==> config.mk <==
export PLATFORM = sky130hd
export DESIGN_NAME = tx_fifo_feed_module
export DESIGN_NICKNAME = d
export VERILOG_FILES = /design/src/rtl/uart_pkg.sv /design/src/rtl/tx_fifo_mem_module.sv /design/src/rtl/tx_fifo_feed_module.sv
export SDC_FILE = /design/constraint.sdc
export NUM_CORES = 1
export LEC_CHECK = 0
export BUFFER_PORTS_ARGS = -buffer_cell sky130_fd_sc_hd__buf_2
export CORE_MARGIN = 2
export CORE_UTILIZATION = 35
export CTS_CLUSTER_SIZE = 12
export DETAILED_ROUTE_END_ITERATION = 8
export GPL_ROUTABILITY_DRIVEN = 0
export PLACE_DENSITY = 0.5
export REMOVE_ABC_BUFFERS = 1
export SLEW_MARGIN = 20
export SYNTH_ARGS = -nofsm -noshare
export SYNTH_HDL_FRONTEND = slang
export SYNTH_SLANG_ARGS = --single-unit
==> constraint.sdc <==
create_clock -name CLK -period 3.5 [get_ports CLK]
set_clock_uncertainty 0.05 [all_clocks]
set_input_delay 0.7 -clock CLK [delete_from_list [all_inputs] [get_ports CLK]]
set_output_delay 0.7 -clock CLK [all_outputs]
set_load 0.02 [all_outputs]
==> src/rtl/uart_pkg.sv <==
// rtl/uart_pkg.sv - shared byte width and transmit sequencer state encodings
package uart_pkg;

    localparam int DATA_W = 8;

    typedef enum logic [1:0] {
        ST_IDLE = 2'd0,
        ST_LOAD = 2'd1,
        ST_SEND = 2'd2,
        ST_DONE = 2'd3
    } state_t;

endpackage

==> src/rtl/tx_fifo_mem_module.sv <==
// rtl/tx_fifo_mem_module.sv - DEPTH x DATA_W register array, sync write, async read
import uart_pkg::*;

module tx_fifo_mem_module #(
    parameter int DEPTH  = 16,
    parameter int ADDR_W = 4
) (
    input  logic              clk,
    input  logic              wr_en,
    input  logic [ADDR_W-1:0] wr_addr,
    input  logic [DATA_W-1:0] wr_data,
    input  logic [ADDR_W-1:0] rd_addr,
    output logic [DATA_W-1:0] rd_data
);

    logic [DATA_W-1:0] mem [DEPTH];

    always_ff @(posedge clk) begin
        if (wr_en) begin
            mem[wr_addr] <= wr_data;
        end
    end

    assign rd_data = mem[rd_addr];

endmodule

==> src/rtl/tx_fifo_feed_module.sv <==
// rtl/tx_fifo_feed_module.sv - byte FIFO feeding tx_module through the TX_En/TX_Done handshake
import uart_pkg::*;

module tx_fifo_feed_module #(
    parameter int DEPTH  = 16,
    parameter int ADDR_W = 4
) (
    input  logic              CLK,
    input  logic              RSTn,
    input  logic              Wr_En,
    input  logic [DATA_W-1:0] Wr_Data,
    output logic              Full,
    output logic              Empty,
    output logic [ADDR_W:0]   Count,
    output logic              Overflow_Sig,
    input  logic              TX_Done_Sig,
    output logic              TX_En_Sig,
    output logic [DATA_W-1:0] TX_Data
);

    localparam logic [ADDR_W:0] FULL_CNT = (ADDR_W+1)'(DEPTH);

    logic [ADDR_W-1:0] wr_ptr;
    logic [ADDR_W-1:0] rd_ptr;
    logic [DATA_W-1:0] rd_data;
    logic [ADDR_W:0]   count_next;
    logic              wr_ok;
    logic              pop;
    state_t            state;
    state_t            state_next;

    // Registered Full gates writes, so a pop in the same cycle cannot free a slot early.
    assign wr_ok = Wr_En && !Full;
    assign pop   = (state == ST_LOAD);

    tx_fifo_mem_module #(
        .DEPTH  (DEPTH),
        .ADDR_W (ADDR_W)
    ) u_mem (
        .clk     (CLK),
        .wr_en   (wr_ok),
        .wr_addr (wr_ptr),
        .wr_data (Wr_Data),
        .rd_addr (rd_ptr),
        .rd_data (rd_data)
    );

    always_comb begin
        count_next = Count;
        case ({wr_ok, pop})
            2'b10:   count_next = Count + (ADDR_W+1)'(1);
            2'b01:   count_next = Count - (ADDR_W+1)'(1);
            default: count_next = Count;
        endcase
    end

    always_comb begin
        state_next = state;
        case (state)
            ST_IDLE: if (!Empty) state_next = ST_LOAD;
            ST_LOAD: state_next = ST_SEND;
            ST_SEND: if (TX_Done_Sig) state_next = ST_DONE;
            ST_DONE: state_next = ST_IDLE;
            default: state_next = ST_IDLE;
        endcase
    end

    always_ff @(posedge CLK) begin
        if (!RSTn) begin
            wr_ptr       <= '0;
            rd_ptr       <= '0;
            Count        <= '0;
            Full         <= 1'b0;
            Empty        <= 1'b1;
            Overflow_Sig <= 1'b0;
            TX_En_Sig    <= 1'b0;
            TX_Data      <= '0;
            state        <= ST_IDLE;
        end else begin
            if (wr_ok) begin
                wr_ptr <= wr_ptr + ADDR_W'(1);
            end
            if (pop) begin
                rd_ptr  <= rd_ptr + ADDR_W'(1);
                TX_Data <= rd_data;
            end
            Count        <= count_next;
            Full         <= (count_next == FULL_CNT);
            Empty        <= (count_next == '0);
            Overflow_Sig <= Wr_En && Full;
            TX_En_Sig    <= (state_next == ST_SEND);
            state        <= state_next;
        end
    end

endmodule
==> results of run 1 <==
## power by group through the flow
stage	Sequential, mW	Combinational [mW]	Clock (mW)
CTS	2.23	0.976	1.81
global placement	2.27	0.960	0
global route	2.25	1.05	1.88
detailed placement	2.27	0.973	0
floorplan	2.37	0.545	0
finish	2.23	0.956	1.76
## per-layer routing
metal	global-route usage [%]	share of wire (%)	vias to the layer above	wire length, µm
li1	-	-	1509	-
met1	18.9	47	1634	5940
met2	21.6	48	61	6070
met3	4.02	3.7	8	471
met4	4.89	1.0	0	127
met5	0	0	-	0
## worst max-delay path, delay by kind of cell (launching register included)
| family | cells | cell delay [ps] |
|---|---|---|
| xor+xnor | 1 | 200 |
| fa+ha+maj | 3 | 730 |
| compound gates | 3 | 460 |
| flops | 1 | 350 |
| buf+inv | 1 | 70 |
| simple gates | 2 | 590 |
## cell type report
class	count	area, µm²
fill	1600	10500
sequential	155	4390
multi-input combinational	184	1790
clock buffer	18	429
tap	229	287
timing repair buffer	45	280
clock inverter	8	126
inverter	5	18.8
## path summary, 6_finish.rpt
kind,endpoint,cells past startpoint,from,slack (ps)
hold reg to reg,TX_Data[0],2,TX_Data[0],410
setup / recovery,Full,10,state[1],1000
setup reg to reg,Full,10,state[1],1000
hold / removal,TX_Data[0],2,TX_Data[0],410
## state kept, by name, indices dropped and copies added, names as in the netlist
| register | count |
|---|---|
| Full | 1 |
| TX_Data | 8 |
| Overflow_Sig | 1 |
| TX_En_Sig | 1 |
| u_mem.mem | 128 |
| Empty | 1 |
| wr_ptr | 4 |
| Count | 5 |
| state | 2 |
| rd_ptr | 4 |
## cells by family after synthesis
| family | after synthesis | share of synthesized area, % |
|---|---|---|
| AO/OA/AOI/OAI | 38 | 4.31 |
| XOR/XNOR | 11 | 1.52 |
| adder cells (fa/ha/maj) | 12 | 2.38 |
| buffers and inverters | 26 | 2.38 |
| flip-flops | 155 | 69.4 |
| multiplexers | 36 | 12.5 |
| AND/OR/NAND/NOR | 87 | 7.54 |
## cell usage after synthesis, drive strengths merged, types with 8 or more instances
library cell and n:
nor2b 9, dfxtp 27, nand3b 9, a22o 16, nor2 18, and2 11
clkbuf 12, o21ai 11, ha 12, buf 9, nand2 18, mux4 32
edfxtp 128, xnor2 8
## through the flow
step / power [mW] / hold slack (ps) / worst slack, ps / std cells
after global placement: 3.23 / 404 / 640 / 618
after global routing: 5.17 / 435 / 838 / 644
final: 4.95 / 414 / 1000 / 644
after CTS: 5.01 / 418 / 976 / 644
after floorplan: 2.91 / 438 / 520 / 344
after detailed placement: 3.24 / 408 / 628 / 618
==> out/results.ini, run 1 <==
[synthesis]
synth_top_area_cell=edfxtp_1
yosysUniqueCellTypes=42
synth-edff-count=128
synth-seq-area-share_pct=69.4
synth_area_per_cell_um2=17.3
syn_inst=365
synth.cell_area_mm2=0.00632
synthTopCellsByArea=edfxtp_1 (61%), dfxtp_1 (8.6%), mux4_2 (8.6%)
ys_seq_elements=155
ys.flop_type=edfxtp_1
ys.warnings.count=0
synth_top_area_share_pct=60.8
async_flop_share_pct=0

[pwr]
ir_worst_vdd_uv=383
p_comb_share_pct=19.3
power_frac_clock_pct=35.6
power_frac_seq_pct=45.1
internal-power_mw=3.66
switching_power_mw=1.29
swShare_pct=26.1
power_leakage_nw=2.52
powerDensity_mw_per_mm2=676

[die]
dieArea_mm2=0.0192
fp-row-count=49
fp.dieW_um=138
die_h_um=138
ios=29
coreArea_mm2=0.0178
initial_core_util_pct=35.4

[grt]
grt_pass1_vias=3275
grt_max_degree=36
grt_first_pass_wirelength_mm=19.4
grt_usage_pct=13.9
antenna_found_initial=0
grt_overflow=0

[cts]
clock_latency_ps=420
clkSlewWorstSetupHoldPaths_ps=60
cts_tree=built
clockRootBuffer=clkbuf_16
ctsResizeCount=0
clock_tree.buffer_depth=2
htreeDepth=4
cts_sinks=155
cts_made_buffers=17
post_cts_buffers=0
hold_buffers=0

[critical_path]
path_cells=inv_1 > ha_1 > ha_1 > xor2_1 > ha_1 > a21boi_0 > o21bai_1 > or3b_2 > nand4_2 > o2111a_1
worstSetupStartpointType=flop
cp_max_fo=9
cpPeakStageDelay_ps=470
worst_path_most_repeated_cell=ha_1
slowest_stage=or3b_2
critPathKind=flop to flop
worstPathRequired_ps=3800
arrival_ps=2800
end_kind=flop

[placed_design]
numPortBuffers=28
dpl_cell_area_mm2=0.00676
hpwl_mm=8.12

[timing]
tightestPinTransition_ps=922
rsz0062_at_grt=no
hold_violations=0
relSlewSlack_pct=38.3
max_freq_mhz=400
fin_crit_sh_pct=71.4
tns_ps=0
slew_violations=0
period_minus_slack_ps=2500
setup_viol=0

[layout]
finalCoreUtilization_pct=41.0
final_common_cell=edfxtp_1
area_growth_pct=15.7
diodes=0
drive_gt1_share_pct=23.1
final_cell_mix=edfxtp_1 (128), buf_2 (28), dfxtp_1 (26)
fin_nets=432
stdcell_area_mm2=0.00731

[detailed_routing]
firstDrtPassIters=5
avgViaCountPerCell=4.99
remaining_drc_errors=0
dr.first_iter.drc_count=221
wl_per_cell_um=19.6
vias=3212
wl_mm=12.6
ant_nets=0

[outcome]
outcome=completed

[worst_hold_path]
hold_path_class=flop to flop

[job]
max_cap_viol_count=0

Power figures use the tool's default switching activity.
==> inputs of run 2 (changes only) <==
- PLACE_DENSITY: 0.5 -> 0.52
- clock period: 3.5 -> 2.1 ns (I/O delays scaled with it)
==> run 2 against run 1 <==
- the flow now finishes with violations (negative setup slack)
- global-route usage rose by 0.45 points
- sequential share of layout area shrank 2.1 points
- hold slack worse by 220 ps
- flip-flop and latch count is the same
- final area up 3.6%
- power rose by 70%
- first-iteration DRC count down 19%
- combinational power increased by 98%
- die area unchanged
- utilization increased by 1.5 points
- fmax up 15%
- critical path type unchanged
- largest cell class unchanged
- largest power group unchanged
==> out/results.ini, run 2 (synthesis gave the netlist of run 1 again) <==
[cts]
clkSlewWorstSetupHoldPaths_ps=60  ; about the same
clockRootBuffer=clkbuf_16
clock_tree.buffer_depth=2  ; unchanged
cts_sinks=155  ; unchanged
clock_latency_ps=420  ; about the same
cts_tree=built
cts_made_buffers=17  ; unchanged
htreeDepth=4  ; unchanged

[layout]
stdcell_area_mm2=0.00758  ; +3.6%
fin_nets=460  ; +6.5%
final_common_cell=edfxtp_1
reg.largest.list=u_mem.mem: 128 flops, TX_Data: 8 flops, Count: 5 flops
final_cell_count_no_fill=678  ; +5.3%
largest_reg_flops=128  ; unchanged
area_growth_pct=19.9
drive_gt1_share_pct=29.2  ; +6.0 points
regMostFlops=u_mem.mem
diodes=0  ; unchanged
final_cell_mix=edfxtp_1 (128), buf_4 (42), buf_2 (28)

[timing]
fin_crit_sh_pct=103  ; +32 points
tightestPinTransition_ps=366  ; -556 ps
relSlewSlack_pct=75.6  ; +37 points
period_minus_slack_ps=2170  ; -327 ps
max_freq_mhz=460  ; +15%
hold_violations=0  ; unchanged
layout_setup_ws_ps=-72.9  ; -1070 ps
slew_violations=0  ; unchanged
rsz0062_at_grt=yes
setup_viol=2  ; +2

[grt]
grt_max_degree=36  ; unchanged
antenna_found_initial=0  ; unchanged
grt_first_pass_wirelength_mm=20.4  ; +4.9%
grt_pass1_vias=3592  ; +9.7%
grt_usage_pct=14.4  ; +0.45 points
grt_overflow=0  ; unchanged

[die]
fp.dieW_um=138  ; unchanged
ios=29  ; unchanged
coreArea_mm2=0.0178  ; unchanged
dieArea_mm2=0.0192  ; unchanged
die_h_um=138  ; unchanged
fp-row-count=49  ; unchanged
initial_core_util_pct=35.4  ; unchanged

[critical_path]
startpoint=state[1]
critPathKind=flop to flop
worstSetupStartpointType=flop
ff2ff_path_depth=10  ; unchanged
end_kind=flop
cp_max_fo=3  ; -6
reg2reg_from=state[1]
arrival_ps=2480  ; -320 ps
worstPathRequired_ps=2400  ; -1400 ps

[detailed_routing]
ant_nets=0  ; unchanged
avgViaCountPerCell=4.94  ; -0.96%
remaining_drc_errors=0  ; unchanged
vias=3349  ; +4.3%
dr.first_iter.drc_count=179  ; -19%
wl_mm=13.1  ; +4.0%
firstDrtPassIters=5  ; unchanged
wl_per_cell_um=19.3  ; -1.3%

[placed_design]
dpl.cell_count=643  ; +4.0%
numPortBuffers=28  ; unchanged
dpl_cell_area_mm2=0.00696  ; +3.0%
hpwl_mm=8.24  ; +1.4%

[pwr]
powerDensity_mw_per_mm2=1110  ; +64%
power_leakage_nw=2.66  ; +5.7%
ir_worst_vdd_uv=564  ; +47%

[worst_hold_path]
hold_depth=2  ; unchanged
hold_path_class=input port to flop
min_from=Wr_En

[outcome]
violations=negative setup slack
outcome=finished, violations left

[job]
max_cap_viol_count=0  ; unchanged

## run 2: repair_timing
action,in CTS,in global routing
setup endpoints to repair,4,4
hold buffers,0,0
resized for setup,14,2
pin swaps,3,3
buffers inserted,1,2
## run 2: worst max-delay path, cell delays in order, from the launching register on
cell,delay (ps)
dfxtp_2,330
inv_2,50
ha_4,160
ha_4,160
xor2_1,170
ha_2,190
a21boi_1,120
o21bai_1,190
or3b_4,420
nand4_4,100
o2111a_1,180
## run 2: per-stage QoR
stage	power [mW]	TNS (ps)	setup slack, ps	util [%]	hold slack [ps]
3_5_place_dp	5.58	-1410	-447	39.0	415
4_1_cts	8.49	-54.7	-54.7	42.4	172
2_1_floorplan	4.85	-6600	-600	-	438
3_3_place_gp	5.56	-1180	-374	39.0	407
5_1_grt	8.82	-307	-149	42.5	190
6_report	8.42	-80.5	-72.9	42.5	193
## run 2: layer usage
metal / vias to the layer above / wire [µm] / global-route usage [%]
met3: 19 / 722 / 3.15
met2: 82 / 6330 / 23.4
met4: 0 / 266 / 6.44
met5: - / 0 / 0
li1: 1572 / - / -
met1: 1676 / 5780 / 18.6
## run 2: worst paths after layout
check,end,slack [ps]
worst min-delay path,Overflow_Sig,190
worst min register to register,TX_Data[6],420
worst max-delay path,Full,-70
worst max register to register,Full,-70
## run 2: where the power goes
group | internal, mW | switching [mW] | leakage (nW)
clock network | 1.72 | 1.12 | 0.256
registers | 3.54 | 0.149 | 1.38
logic | 0.923 | 0.971 | 1.03
total | 6.18 | 2.24 | 2.66
## run 2: layout make-up
cell class,count,area (µm²)
Timing Repair Buffer,73,507
Fill cell,1558,10300
Inverter,5,18.8
Tap cell,229,287
Sequential cell,155,4390
Clock inverter,11,103
Clock buffer,21,440
Multi-Input combinational cell,184,1840
==> inputs of run 3 (changes only) <==
- REMOVE_ABC_BUFFERS: 1 -> unset
==> run 3 against run 2 <==
- the flow still finishes with violations (negative setup slack)
- non-clock buffer count is 4 lower
- first-iteration DRC count is 54% higher
- sequential power about the same
- fmax down 0.51%
- critical endpoint unchanged
- setup slack got worse by 11 ps
- utilization decreased by 0.18 points
- final cell count shrank 0.59%
- combinational power hardly changed
- critical path type unchanged
- via count is 0.69% higher
- flip-flop and latch count stayed put
- power shrank 0.71%
==> out/results.ini, run 3 (synthesis gave the netlist of run 1 again) <==
[grt]
grt_overflow=0  ; unchanged
antenna_found_initial=0  ; unchanged
grt_first_pass_wirelength_mm=20.0  ; -2.0%
grt_max_degree=36  ; unchanged
grt_usage_pct=14.0  ; -0.32 points
grt_pass1_vias=3411  ; -5.0%

[timing]
hold_violations=0  ; unchanged
tns_ps=-118  ; -37.5 ps
slew_violations=0  ; unchanged
relSlewSlack_pct=75.6  ; about the same
tightestPinTransition_ps=366  ; +0.715 ps
rsz0062_at_grt=yes
fin_crit_sh_pct=104  ; +0.53 points
setup_viol=3  ; +1
max_freq_mhz=458  ; -0.51%
layout_setup_ws_ps=-84.0  ; -11.1 ps
period_minus_slack_ps=2180  ; +11.1 ps

[layout]
drive_gt1_share_pct=30.3  ; +1.2 points
area_growth_pct=19.4
final_cell_count_no_fill=674  ; -0.59%
final_cell_mix=edfxtp_1 (128), buf_4 (39), buf_2 (28)
fin_nets=456  ; -0.87%
final_common_cell=edfxtp_1
regMostFlops=u_mem.mem
diodes=0  ; unchanged
reg.largest.list=u_mem.mem: 128 flops, TX_Data: 8 flops, Count: 5 flops
nFillCells=1589  ; +2.0%
largest_reg_flops=128  ; unchanged

[critical_path]
ff2ff_path_depth=10  ; unchanged
r2r-end=Full
cp_max_fo=3  ; unchanged
arrival_ps=2490  ; about the same
r2r_slack_ps=-80  ; about the same
end_kind=flop
reg2reg_from=state[1]
worstSetupStartpointType=flop
worstPathRequired_ps=2410  ; about the same
critPathKind=flop to flop

[cts]
cts_sinks=155  ; unchanged
cts_made_buffers=17  ; unchanged
htreeDepth=4  ; unchanged
clockRootBuffer=clkbuf_16
cts_tree=built
clkSlewWorstSetupHoldPaths_ps=60  ; about the same
clock_latency_ps=420  ; about the same
clock_tree.buffer_depth=2  ; unchanged
hold_buffers=0  ; unchanged

[detailed_routing]
remaining_drc_errors=0  ; unchanged
vias=3372  ; +0.69%
wl_per_cell_um=19.2  ; -0.74%
dr.first_iter.drc_count=275  ; +54%
wl_mm=12.9  ; -1.3%
ant_nets=0  ; unchanged
firstDrtPassIters=4  ; -1
avgViaCountPerCell=5.00  ; +1.3%

[synthesis]
synth_nets=389

[placed_design]
hpwl_mm=8.24  ; about the same
dp_slack_ps=-381  ; +65.3 ps
numPortBuffers=28  ; unchanged
dpl.cell_count=638  ; -0.78%

[worst_hold_path]
min_from=Wr_En
hold_depth=2  ; unchanged
holdPathEnd=Overflow_Sig
hold_path_class=input port to flop

[pwr]
ir_worst_vdd_uv=695  ; +23%
switching_power_mw=2.39  ; +6.5%
power_frac_seq_pct=44.1  ; +0.3 points
p_comb_share_pct=22.6  ; about the same
power_frac_clock_pct=33.3  ; -0.4 points
internal-power_mw=5.97  ; -3.3%
total_power_mw=8.36  ; -0.71%
powerDensity_mw_per_mm2=1110  ; -0.30%
power_leakage_nw=2.64  ; -0.84%
swShare_pct=28.5  ; +1.9 points

[die]
ios=29  ; unchanged
die_h_um=138  ; unchanged
dieArea_mm2=0.0192  ; unchanged
fp.dieW_um=138  ; unchanged
fp-row-count=49  ; unchanged
initial_core_util_pct=35.4  ; unchanged
coreArea_mm2=0.0178  ; unchanged

[outcome]
violations=negative setup slack
outcome=finished, violations left

[job]
max_cap_viol_count=0  ; unchanged

## run 3: cell types whose count changed in the layout (fill, tap and decap cells not counted), sizes merged
cell      previous run  this run
buf                 73        69
clkbuf              21        18
clkinv               7         4
clkinvlp             2         5
bufinv               2         0
inv                  5        10
## run 3: what timing repair did
item                                    4_1_cts  5_1_grt
setup buffers                                 2        2
endpoints found under the setup margin        4        4
resized for setup                             7        1
pin swaps                                     2        1
## run 3: layout make-up
cell class / count / area [µm²] / share of cell area (%)
clock inverter: 14 / 113 / 1.49
sequential: 155 / 4390 / 58.1
timing repair buffer: 69 / 473 / 6.27
tap: 229 / 287 / 3.80
clock buffer: 18 / 429 / 5.69
inverter: 5 / 21.3 / 0.282
multi-input combinational: 184 / 1840 / 24.3
## run 3: worst max-delay path, stage by stage (launching register included)
cell      delay (ps)
dfxtp_2          340
inv_2             50
ha_4             170
ha_4             160
xor2_1           160
ha_2             210
a21boi_1         130
o21bai_1         170
or3b_4           410
nand4_4          100
o2111a_1         180
## run 3: power groups by stage
stage,Combinational (mW),Clock (mW),Sequential [mW]
after CTS,1.89,2.85,3.69
after floorplan,1.14,0,3.84
after global routing,2.05,2.98,3.71
after global placement,1.84,0,3.73
after detailed placement,1.85,0,3.74
final,1.89,2.79,3.68
## run 3: per-stage QoR
step | util (%) | hold WS [ps] | cell area (µm²)
floorplan | - | 438 | 6360
global placement | 39.0 | 406 | 6950
detailed placement | 39.0 | 408 | 6950
CTS | 42.2 | 184 | 7530
global route | 42.3 | 198 | 7550
finish | 42.3 | 199 | 7550
## run 3: metal layers
metal | vias up | global-route usage [%] | wire length (µm)
met1 | 1718 | 19.7 | 6150
met5 | - | 0 | 0
met3 | 25 | 3.60 | 497
li1 | 1562 | - | -
met2 | 67 | 20.6 | 5940
met4 | 0 | 6.61 | 347
## run 3: how the worst max path moves through the flow
stage | from | end | slack [ps] | cells after the start
6_report | state[1] | Full | -80 | 10
5_1_grt | state[1] | Full | -200 | 10
4_1_cts | state[1] | Full | -70 | 10
3_5_place_dp | Wr_En | Full | -380 | 11
3_3_place_gp | Wr_En | Full | -280 | 11
2_1_floorplan | Wr_En | Full | -290 | 12
